--- config.mk ---
export PLATFORM = sky130hd
export DESIGN_NAME = rgmii_tx_arbiter_flat
export DESIGN_NICKNAME = d
export VERILOG_FILES = /design/src/rtl/rgmii_tx_arbiter_if.sv /design/src/rtl/rgmii_tx_arbiter.sv /design/src/flat_wrapper.sv
export SDC_FILE = /design/constraint.sdc
export NUM_CORES = 1
export LEC_CHECK = 0
export BUFFER_PORTS_ARGS = -buffer_cell sky130_fd_sc_hd__buf_2
export CORE_ASPECT_RATIO = 1.5
export CORE_MARGIN = 3
export CORE_UTILIZATION = 40
export CTS_CLUSTER_DIAMETER = 80
export CTS_CLUSTER_SIZE = 40
export DETAILED_ROUTE_END_ITERATION = 7
export GPL_ROUTABILITY_DRIVEN = 0
export REMOVE_ABC_BUFFERS = 1
export SKIP_CTS_REPAIR_TIMING = 1
export SYNTH_ARGS = -nofsm -noshare
export SYNTH_HDL_FRONTEND = slang
export SYNTH_SLANG_ARGS = --single-unit
export TNS_END_PERCENT = 10
--- constraint.sdc ---
create_clock -name clk_int -period 4.6 [get_ports clk_int]
set_input_delay 0.46 -clock clk_int [delete_from_list [all_inputs] [get_ports clk_int]]
set_output_delay 0.46 -clock clk_int [all_outputs]
set_load 0.005 [all_outputs]
--- src/rtl/rgmii_tx_arbiter_if.sv ---
// 8-bit AXI-stream link used for both arbiter requester ports and the MAC-facing output.
interface rgmii_tx_arbiter_if;
    localparam int unsigned DATA_W = 8;

    logic [DATA_W-1:0] tdata;
    logic              tvalid;
    logic              tlast;
    logic              tuser;
    logic              tready;

    modport master (output tdata, output tvalid, output tlast, output tuser, input  tready);
    modport slave  (input  tdata, input  tvalid, input  tlast, input  tuser, output tready);
endinterface

--- src/rtl/rgmii_tx_arbiter.sv ---
// Frame-atomic two-source round-robin arbiter in front of the RGMII MAC transmit stream,
// with a per-frame stall watchdog that terminates a frame abandoned by its source.
module rgmii_tx_arbiter #(
    parameter int unsigned TIMEOUT = 1024,
    parameter int unsigned CNT_W   = 16
) (
    input  logic                      clk_int,
    input  logic                      rst_int,
    rgmii_tx_arbiter_if.slave         s0_axis,
    rgmii_tx_arbiter_if.slave         s1_axis,
    rgmii_tx_arbiter_if.master        m_axis,
    output logic [1:0]                grant,
    output logic [CNT_W-1:0]          s0_frames,
    output logic [CNT_W-1:0]          s1_frames,
    output logic [CNT_W-1:0]          aborts
);
    localparam int unsigned DATA_W  = 8;
    localparam int unsigned STALL_W = $clog2(TIMEOUT + 1);

    typedef enum logic [1:0] {IDLE, PASS, DRAIN} state_t;

    state_t              state_q, state_d;
    logic [1:0]          grant_q, grant_d;
    logic                last_grant_q, last_grant_d;
    logic [STALL_W-1:0]  stall_q, stall_d;
    logic                m_valid_q, m_valid_d;
    logic [DATA_W-1:0]   m_data_q, m_data_d;
    logic                m_last_q, m_last_d;
    logic                m_user_q, m_user_d;
    logic [CNT_W-1:0]    s0_frames_q, s0_frames_d;
    logic [CNT_W-1:0]    s1_frames_q, s1_frames_d;
    logic [CNT_W-1:0]    aborts_q, aborts_d;

    logic                load_c;
    logic                sel_c;
    logic                sel_valid_c;
    logic [DATA_W-1:0]   sel_data_c;
    logic                sel_last_c;
    logic                sel_user_c;
    logic                rdy_c;
    logic                accept_c;
    logic                win_c;
    logic                stall_max_c;
    logic                abort_c;
    logic                frame_inc_c;

    // Mux the granted source; grant is one-hot so bit 1 selects port 1.
    assign load_c      = !m_valid_q || m_axis.tready;
    assign sel_c       = grant_q[1];
    assign sel_valid_c = sel_c ? s1_axis.tvalid : s0_axis.tvalid;
    assign sel_data_c  = sel_c ? s1_axis.tdata  : s0_axis.tdata;
    assign sel_last_c  = sel_c ? s1_axis.tlast  : s0_axis.tlast;
    assign sel_user_c  = sel_c ? s1_axis.tuser  : s0_axis.tuser;
    assign accept_c    = rdy_c && sel_valid_c;
    assign win_c       = (s0_axis.tvalid && s1_axis.tvalid) ? !last_grant_q : s1_axis.tvalid;
    assign stall_max_c = (stall_q == STALL_W'(TIMEOUT));
    assign abort_c     = (state_q == PASS) && !accept_c && stall_max_c && load_c;

    always_ff @(posedge clk_int or posedge rst_int) begin
        if (rst_int) begin
            state_q <= IDLE;
        end else begin
            state_q <= state_d;
        end
    end

    always_comb begin
        state_d = state_q;
        case (state_q)
            IDLE:    if (s0_axis.tvalid || s1_axis.tvalid) state_d = PASS;
            PASS: begin
                if (accept_c && sel_last_c) begin
                    state_d = IDLE;
                end else if (abort_c) begin
                    state_d = DRAIN;
                end
            end
            DRAIN:   if (accept_c && sel_last_c) state_d = IDLE;
            default: state_d = IDLE;
        endcase
    end

    // Only the granted port sees tready; DRAIN swallows the remainder of an aborted frame.
    always_comb begin
        rdy_c          = 1'b0;
        s0_axis.tready = 1'b0;
        s1_axis.tready = 1'b0;
        case (state_q)
            PASS:    rdy_c = load_c;
            DRAIN:   rdy_c = 1'b1;
            default: rdy_c = 1'b0;
        endcase
        s0_axis.tready = rdy_c && !sel_c;
        s1_axis.tready = rdy_c &&  sel_c;
    end

    always_comb begin
        grant_d      = grant_q;
        last_grant_d = last_grant_q;
        stall_d      = stall_q;
        m_valid_d    = m_valid_q;
        m_data_d     = m_data_q;
        m_last_d     = m_last_q;
        m_user_d     = m_user_q;
        s0_frames_d  = s0_frames_q;
        s1_frames_d  = s1_frames_q;
        aborts_d     = aborts_q;
        frame_inc_c  = 1'b0;

        if (load_c) m_valid_d = 1'b0;

        case (state_q)
            IDLE: begin
                if (s0_axis.tvalid || s1_axis.tvalid) begin
                    grant_d = win_c ? 2'b10 : 2'b01;
                    stall_d = '0;
                end
            end
            PASS: begin
                if (accept_c) begin
                    m_valid_d = 1'b1;
                    m_data_d  = sel_data_c;
                    m_last_d  = sel_last_c;
                    m_user_d  = sel_user_c;
                    stall_d   = '0;
                    if (sel_last_c) begin
                        frame_inc_c  = 1'b1;
                        last_grant_d = sel_c;
                        grant_d      = '0;
                    end
                end else if (abort_c) begin
                    m_valid_d   = 1'b1;
                    m_data_d    = '0;
                    m_last_d    = 1'b1;
                    m_user_d    = 1'b1;
                    aborts_d    = aborts_q + CNT_W'(1);
                    frame_inc_c = 1'b1;
                end else if (!sel_valid_c && !stall_max_c) begin
                    stall_d = stall_q + STALL_W'(1);
                end
            end
            DRAIN: begin
                if (accept_c && sel_last_c) begin
                    last_grant_d = sel_c;
                    grant_d      = '0;
                end
            end
            default: grant_d = '0;
        endcase

        if (frame_inc_c) begin
            if (sel_c) s1_frames_d = s1_frames_q + CNT_W'(1);
            else       s0_frames_d = s0_frames_q + CNT_W'(1);
        end
    end

    always_ff @(posedge clk_int or posedge rst_int) begin
        if (rst_int) begin
            grant_q      <= '0;
            last_grant_q <= 1'b1;
            stall_q      <= '0;
            m_valid_q    <= 1'b0;
            m_data_q     <= '0;
            m_last_q     <= 1'b0;
            m_user_q     <= 1'b0;
            s0_frames_q  <= '0;
            s1_frames_q  <= '0;
            aborts_q     <= '0;
        end else begin
            grant_q      <= grant_d;
            last_grant_q <= last_grant_d;
            stall_q      <= stall_d;
            m_valid_q    <= m_valid_d;
            m_data_q     <= m_data_d;
            m_last_q     <= m_last_d;
            m_user_q     <= m_user_d;
            s0_frames_q  <= s0_frames_d;
            s1_frames_q  <= s1_frames_d;
            aborts_q     <= aborts_d;
        end
    end

    assign m_axis.tvalid = m_valid_q;
    assign m_axis.tdata  = m_data_q;
    assign m_axis.tlast  = m_last_q;
    assign m_axis.tuser  = m_user_q;
    assign grant         = grant_q;
    assign s0_frames     = s0_frames_q;
    assign s1_frames     = s1_frames_q;
    assign aborts        = aborts_q;
endmodule
--- src/flat_wrapper.sv ---
// flat-port wrapper written by rule: the top's interface ports become plain ports
module rgmii_tx_arbiter_flat 
#(
    parameter int unsigned TIMEOUT = 1024,
    parameter int unsigned CNT_W   = 16
)
  (clk_int, rst_int, grant, s0_frames, s1_frames, aborts, s0_axis_tdata, s0_axis_tvalid, s0_axis_tlast, s0_axis_tuser, s0_axis_tready, s1_axis_tdata, s1_axis_tvalid, s1_axis_tlast, s1_axis_tuser, s1_axis_tready, m_axis_tdata, m_axis_tvalid, m_axis_tlast, m_axis_tuser, m_axis_tready);
  rgmii_tx_arbiter_if s0_axis_i ();
  rgmii_tx_arbiter_if s1_axis_i ();
  rgmii_tx_arbiter_if m_axis_i ();
  input  logic clk_int;
  input  logic rst_int;
  output logic [1:0] grant;
  output logic [CNT_W-1:0] s0_frames;
  output logic [CNT_W-1:0] s1_frames;
  output logic [CNT_W-1:0] aborts;
  input wire logic [$bits(s0_axis_i.tdata)-1:0] s0_axis_tdata;
  input wire logic [$bits(s0_axis_i.tvalid)-1:0] s0_axis_tvalid;
  input wire logic [$bits(s0_axis_i.tlast)-1:0] s0_axis_tlast;
  input wire logic [$bits(s0_axis_i.tuser)-1:0] s0_axis_tuser;
  output wire logic [$bits(s0_axis_i.tready)-1:0] s0_axis_tready;
  input wire logic [$bits(s1_axis_i.tdata)-1:0] s1_axis_tdata;
  input wire logic [$bits(s1_axis_i.tvalid)-1:0] s1_axis_tvalid;
  input wire logic [$bits(s1_axis_i.tlast)-1:0] s1_axis_tlast;
  input wire logic [$bits(s1_axis_i.tuser)-1:0] s1_axis_tuser;
  output wire logic [$bits(s1_axis_i.tready)-1:0] s1_axis_tready;
  output wire logic [$bits(m_axis_i.tdata)-1:0] m_axis_tdata;
  output wire logic [$bits(m_axis_i.tvalid)-1:0] m_axis_tvalid;
  output wire logic [$bits(m_axis_i.tlast)-1:0] m_axis_tlast;
  output wire logic [$bits(m_axis_i.tuser)-1:0] m_axis_tuser;
  input wire logic [$bits(m_axis_i.tready)-1:0] m_axis_tready;
  assign s0_axis_i.tdata = s0_axis_tdata;
  assign s0_axis_i.tvalid = s0_axis_tvalid;
  assign s0_axis_i.tlast = s0_axis_tlast;
  assign s0_axis_i.tuser = s0_axis_tuser;
  assign s0_axis_tready = s0_axis_i.tready;
  assign s1_axis_i.tdata = s1_axis_tdata;
  assign s1_axis_i.tvalid = s1_axis_tvalid;
  assign s1_axis_i.tlast = s1_axis_tlast;
  assign s1_axis_i.tuser = s1_axis_tuser;
  assign s1_axis_tready = s1_axis_i.tready;
  assign m_axis_tdata = m_axis_i.tdata;
  assign m_axis_tvalid = m_axis_i.tvalid;
  assign m_axis_tlast = m_axis_i.tlast;
  assign m_axis_tuser = m_axis_i.tuser;
  assign m_axis_i.tready = m_axis_tready;
  rgmii_tx_arbiter #(.TIMEOUT(TIMEOUT), .CNT_W(CNT_W)) u_core (.clk_int(clk_int), .rst_int(rst_int), .s0_axis(s0_axis_i), .s1_axis(s1_axis_i), .m_axis(m_axis_i), .grant(grant), .s0_frames(s0_frames), .s1_frames(s1_frames), .aborts(aborts));
endmodule
Yosys cells after proc, flatten, opt, wreduce, memory -nomap -nowiden:

Cells that the tools add are included.

* $add $sub $neg: 4
* eq/ne operators: 10
* multiplexer cells: 38
* bitwise logic cells: 2
* reductions and logical operators: 29

Operator list (number)
* $add A16 B1 Y16 const B: 3
* $mux W11: 4
* $mux W8: 3
* $pmux W11 S2: 1
* $mux W1: 18
* $mux W2: 8
* $pmux W2 S3: 2
* $reduce_and A4 Y1: 3
* $add A11 B1 Y11 const B: 1
* $eq A11 B11 Y1 const B: 1
* $logic_and A1 B1 Y1: 9
* $ne A3 B2 Y1 const B: 3
* $ne A2 B1 Y1 const B: 4
* $logic_not A1 Y1: 6
* $reduce_and A2 Y1: 3
* $reduce_and A3 Y1: 2
* $reduce_bool A2 Y1: 3
* $pmux W1 S2: 2
* $eq A2 B1 Y1 const B: 1
* $eq A2 B2 Y1 const B: 1
* $logic_not A2 Y1: 1
* $logic_or A1 B1 Y1: 2
* $not A1 Y1: 2

* register bits: 75
* input bits: 25
* output and inout port bits: 63

Logic depth before layout (Yosys ltp):

* word-level depth: 12
* mapped depth: 9
* gate-level depth less buffers: 7

Least setup slack after synthesis:

Ideal clock, no wire load.

* kind: reg-to-reg
* from: register u_core.grant_q[1], in the netlist u_core.grant[1]
* to: register u_core.s0_frames_q[1], in the netlist u_core.s0_frames[1]
* library setup time: 0.125 ns
* arrival: 1.936 ns
* required time: 4.475 ns
* slack: 2.539 ns
* cell stages (with the launch flop): 8
* clock period less this slack: 2.061 ns
* cells stage by stage: dfrtp_1 > buf_6 > mux2_4 > buf_6 > a211oi_4 > a22oi_2 > nor2_1 > mux2_2

* word-level cells in the longest chain between the ends: 10
* elaborated cells on any way between the ends: 13
* those cells by class: mux: 6; bitwise: 1; reduce/logical: 6

RTL lines
* from (decl): RTL line rgmii_tx_arbiter.sv:23 `logic [1:0] grant_q, grant_d;`
* from (signal assigned): RTL line rgmii_tx_arbiter.sv:170 `grant_q <= grant_d;`
* $mux W1: RTL line rgmii_tx_arbiter.sv:50 `assign sel_valid_c = sel_c ? s1_axis.tvalid : s0_axis.tvalid;`
* $logic_and A1 B1 Y1: RTL line rgmii_tx_arbiter.sv:54 `assign accept_c = rdy_c && sel_valid_c;`
* $logic_not A1 Y1: RTL line rgmii_tx_arbiter.sv:57 `assign abort_c = (state_q == PASS) && !accept_c && stall_max_c && load_c;`
* $logic_and A1 B1 Y1 (3 in a row): RTL line rgmii_tx_arbiter.sv:57
* $mux W1: RTL line rgmii_tx_arbiter.sv:131 `end else if (abort_c) begin`
* $mux W1: RTL line rgmii_tx_arbiter.sv:120 `if (accept_c) begin`
* $mux W1: RTL line rgmii_tx_arbiter.sv:112 `case (state_q)`
* $reduce_and A2 Y1 (no line) *
* to (signal assigned): RTL line rgmii_tx_arbiter.sv:177 `s0_frames_q <= s0_frames_d;`
* to (decl): RTL line rgmii_tx_arbiter.sv:30 `logic [CNT_W-1:0] s0_frames_q, s0_frames_d;`

Every way passes the cells marked *; elsewhere a longest branch is shown, timed or not.
A chain may end at the register's enable or synchronous reset.

Worst setup path in the final report:

* from: register u_core.state_q[0]
* to: output s0_axis_tready

* word-level cells in the longest chain between the ends: 3
* elaborated cells on any way between the ends: 4
* those cells by class: eq/ne: 2; mux: 1; reduce/logical: 1

RTL lines
* from (decl): RTL line rgmii_tx_arbiter.sv:22 `state_t state_q, state_d;`
* from (signal assigned): RTL line rgmii_tx_arbiter.sv:63 `state_q <= state_d;`
* $eq A2 B2 Y1 or $eq A2 B1 Y1 (tied branches): RTL line rgmii_tx_arbiter.sv:88 `case (state_q)`
* $pmux W1 S2 *: RTL line rgmii_tx_arbiter.sv:88
* $logic_and A1 B1 Y1 *: RTL line rgmii_tx_arbiter.sv:93 `s0_axis.tready = rdy_c && !sel_c;`
* to (decl): RTL line flat_wrapper.sv:21 `output wire logic [$bits(s0_axis_i.tready)-1:0] s0_axis_tready;`

Marked as above.

==> impl_metrics.toml <==
[detailed_routing]
dr_total_vias = 3030
ant_nets = 0
first_pass_iters = 4
vias_per_cell = 5.33
drt_iter0_markers = 106
drc = 0
finalWirelength_microns = 8690
wire_per_inst_microns = 15.3

[logic_synthesis]
syn_inst = 367
syn_area_per_cell_sq_um = 10.3
ys.flop_type = "dfrtp_1"
synth_edf_count = 0
ys_seq_area_frac = 0.498
synth-seq-cells = 75
async_flop_share = 1.00
syn_area_sq_um = 3770
synth_cell_type_count = 48
yosys_warnings = 0

[job]
max_cap_violations = 0

[power_and_ir_drop]
power_leakage_nw = 2.34
pwr_density_cell_nw_per_um2 = 471
ir_worst_vdd_v = 0.000247
p_total_mw = 2.17

[setup_path]
path_class = "reg2out"
cp_data_arrival_time_ns = 2.11
rr_endpoint = "u_core.s0_frames[1]$_DFFE_PP0P_"
cp-start-kind = "flop"
endpoint_kind = "primary output"
endpoint = "s0_axis_tready"
startpoint = "u_core.state_q[0]$_DFFE_PP0P_"
timing.rr.start = "u_core.grant[1]$_DFFE_PP0P_"
r2r_cells = 5
reg2reg_slack_ns = 2.18
required_ns = 4.14
crit_fanout = 8

[outcome]
outcome = "completed"

[floorplanning]
core_sq_um = 8990
fp.dieH_microns = 125
start_util = 0.420
die_area_sq_um = 10700
rows = 42
ios = 88
die_w_microns = 85.3

[timing]
fin_crit_ns = 2.57
finalSetupTns_ns = 0
worst_pin_slew_ns = 0.875
maxSlewViolCount = 0
finalHoldViolCount = 0
fin_crit_sh = 0.558
finClkSkew_ns = 0.00568
rsz0062_at_grt = "false"
setup_viol = 0
fmax_mhz = 390
relSlewSlack = 0.417

[finish]
nets = 488
layout-drive-gt1-share = 0.262
nFillCells = 814
area_growth_pct = 22.0
final_area_sq_um = 4600
fin_util = 0.512
diodes = 0

[grt]
first_global_vias = 3040
antenna_found_initial = 0
grt_max_degree = 43
grt_pass1_wl_microns = 14800
grt_overflow_total = 0
grt_use_total = 0.171

[clocking]
cts_tree = "done"
clock_latency_ns = 0.33
cts.clk_slew.worst_paths_ns = 0.06
cts_root_buf = "clkbuf_16"
clock_path_buffers = 2
cts_buffers = 9
cts_num_sinks = 75
htree_levels = 3

[placement]
hpwl_microns = 6340
port-buffer-count = 87
post_dp_cell_area_sq_um = 4290

[min_path]
hold_path_class = "in2async"
==> routing by layer <==
metal | wire length, microns | vias up | track usage
li1 | - | 1483 | -
met1 | 3680 | 1454 | 0.213
met2 | 4440 | 76 | 0.287
met3 | 398 | 17 | 0.0371
met4 | 165 | 0 | 0.0634
met5 | 0 | - | 0
==> area by class of cell <==
class	count	area [sq um]	share of cell area
Clock buffer	12	256	0.0557
Timing Repair Buffer	90	458	0.0995
Clock inverter	2	60.1	0.0131
Tap cell	110	138	0.0299
Sequential cell	75	1880	0.408
Inverter	9	33.8	0.00734
Multi-Input combinational cell	270	1780	0.386
==> critical path, cell delays in order (launching register included) <==
cell and delay (ns):
dfrtp_1 0.38, inv_1 0.08, ha_1 0.46, inv_1 0.10, o31ai_1 0.44, nor2b_1 0.20
buf_2 0.12
==> sequential cells by signal, indices dropped and copies added (netlist names) <==
register,cells
u_core.aborts,16
u_core.grant,2
u_core.last_grant_q,1
u_core.m_axis.tdata,8
u_core.m_axis.tlast,1
u_core.m_axis.tuser,1
u_core.m_axis.tvalid,1
u_core.s0_frames,16
u_core.s1_frames,16
u_core.stall_q,11
u_core.state_q,2
==> layout by cell type, fill, tap and decap left out, types with 3 or more instances in the layout <==
master | netlist | final
buf_2 | 2 | 87
dfrtp_1 | 74 | 74
nand2_1 | 40 | 40
xor2_1 | 30 | 30
nand3_1 | 27 | 27
nor2_1 | 19 | 19
xnor2_1 | 18 | 18
o21ai_0 | 17 | 17
nor3_1 | 14 | 14
nor4_1 | 12 | 12
nand4_1 | 11 | 11
mux2i_1 | 9 | 9
clkbuf_16 | 0 | 9
inv_1 | 9 | 8
a21oi_1 | 8 | 8
ha_1 | 8 | 8
mux2_2 | 7 | 7
and3_1 | 7 | 7
or3_1 | 6 | 6
nor2b_1 | 4 | 4
a21boi_0 | 3 | 3
buf_4 | 2 | 3
==> Yosys cell counts (3+ instances only) <==
cell type  number  area [sq um]
a21oi_1         8          40.0
xor2_1         30           263
nor3_1         14          70.1
or3_1           6          37.5
xnor2_1        18           158
a21boi_0        3          22.5
nand3_1        27           135
nand4_1        11          68.8
ha_1            8           100
dfrtp_1        74          1850
inv_1           9          33.8
mux2i_1         9          90.1
nor2b_1         4          25.0
clkbuf_1        4          15.0
nor2_1         19          71.3
buf_6           3          33.8
o21ai_0        17          85.1
mux2_2          7          78.8
and3_1          7          43.8
nor4_1         12          75.1
nand2_1        40           150
==> worst min-delay path by stage <==
stage	depth (start not counted)	slack, ns	startpoint	end
6_report	2	0.25	rst_int	u_core.aborts[12]$_DFFE_PP0P_
5_1_grt	2	0.32	rst_int	u_core.s1_frames[6]$_DFFE_PP0P_
4_1_cts	2	0.27	rst_int	u_core.s1_frames[6]$_DFFE_PP0P_
3_5_place_dp	1	0.47	u_core.s1_frames[15]$_DFFE_PP0P_	u_core.s1_frames[15]$_DFFE_PP0P_
3_3_place_gp	1	0.45	u_core.s0_frames[15]$_DFFE_PP0P_	u_core.s0_frames[15]$_DFFE_PP0P_
2_1_floorplan	1	0.46	u_core.aborts[15]$_DFFE_PP0P_	u_core.aborts[15]$_DFFE_PP0P_
==> per-stage QoR <==
| step | cells | hold slack (ns) | worst slack [ns] |
|---|---|---|---|
| 2_1_floorplan | 354 | 0.465 | 2.06 |
| 3_3_place_gp | 554 | 0.454 | 2.21 |
| 3_5_place_dp | 554 | 0.465 | 2.16 |
| 4_1_cts | 568 | 0.271 | 2.03 |
| 5_1_grt | 568 | 0.320 | 1.83 |
| 6_report | 568 | 0.252 | 2.03 |
==> cell families after synthesis <==
kind of cell	synth area share
AO/OA/AOI/OAI	0.0773
XOR/XNOR	0.111
adder cells (fa/ha/maj)	0.0265
buffers and inverters	0.0305
flip-flops	0.498
multiplexers	0.0488
AND/OR/NAND/NOR	0.207
==> report_power, final <==
part / switching (mW) / internal (mW) / total [mW]
combinational: 0.345 / 0.239 / 0.584
sequential: 0.0771 / 0.754 / 0.832
clock: 0.251 / 0.498 / 0.750
No activity file was read; power rests on OpenSTA's default activity.
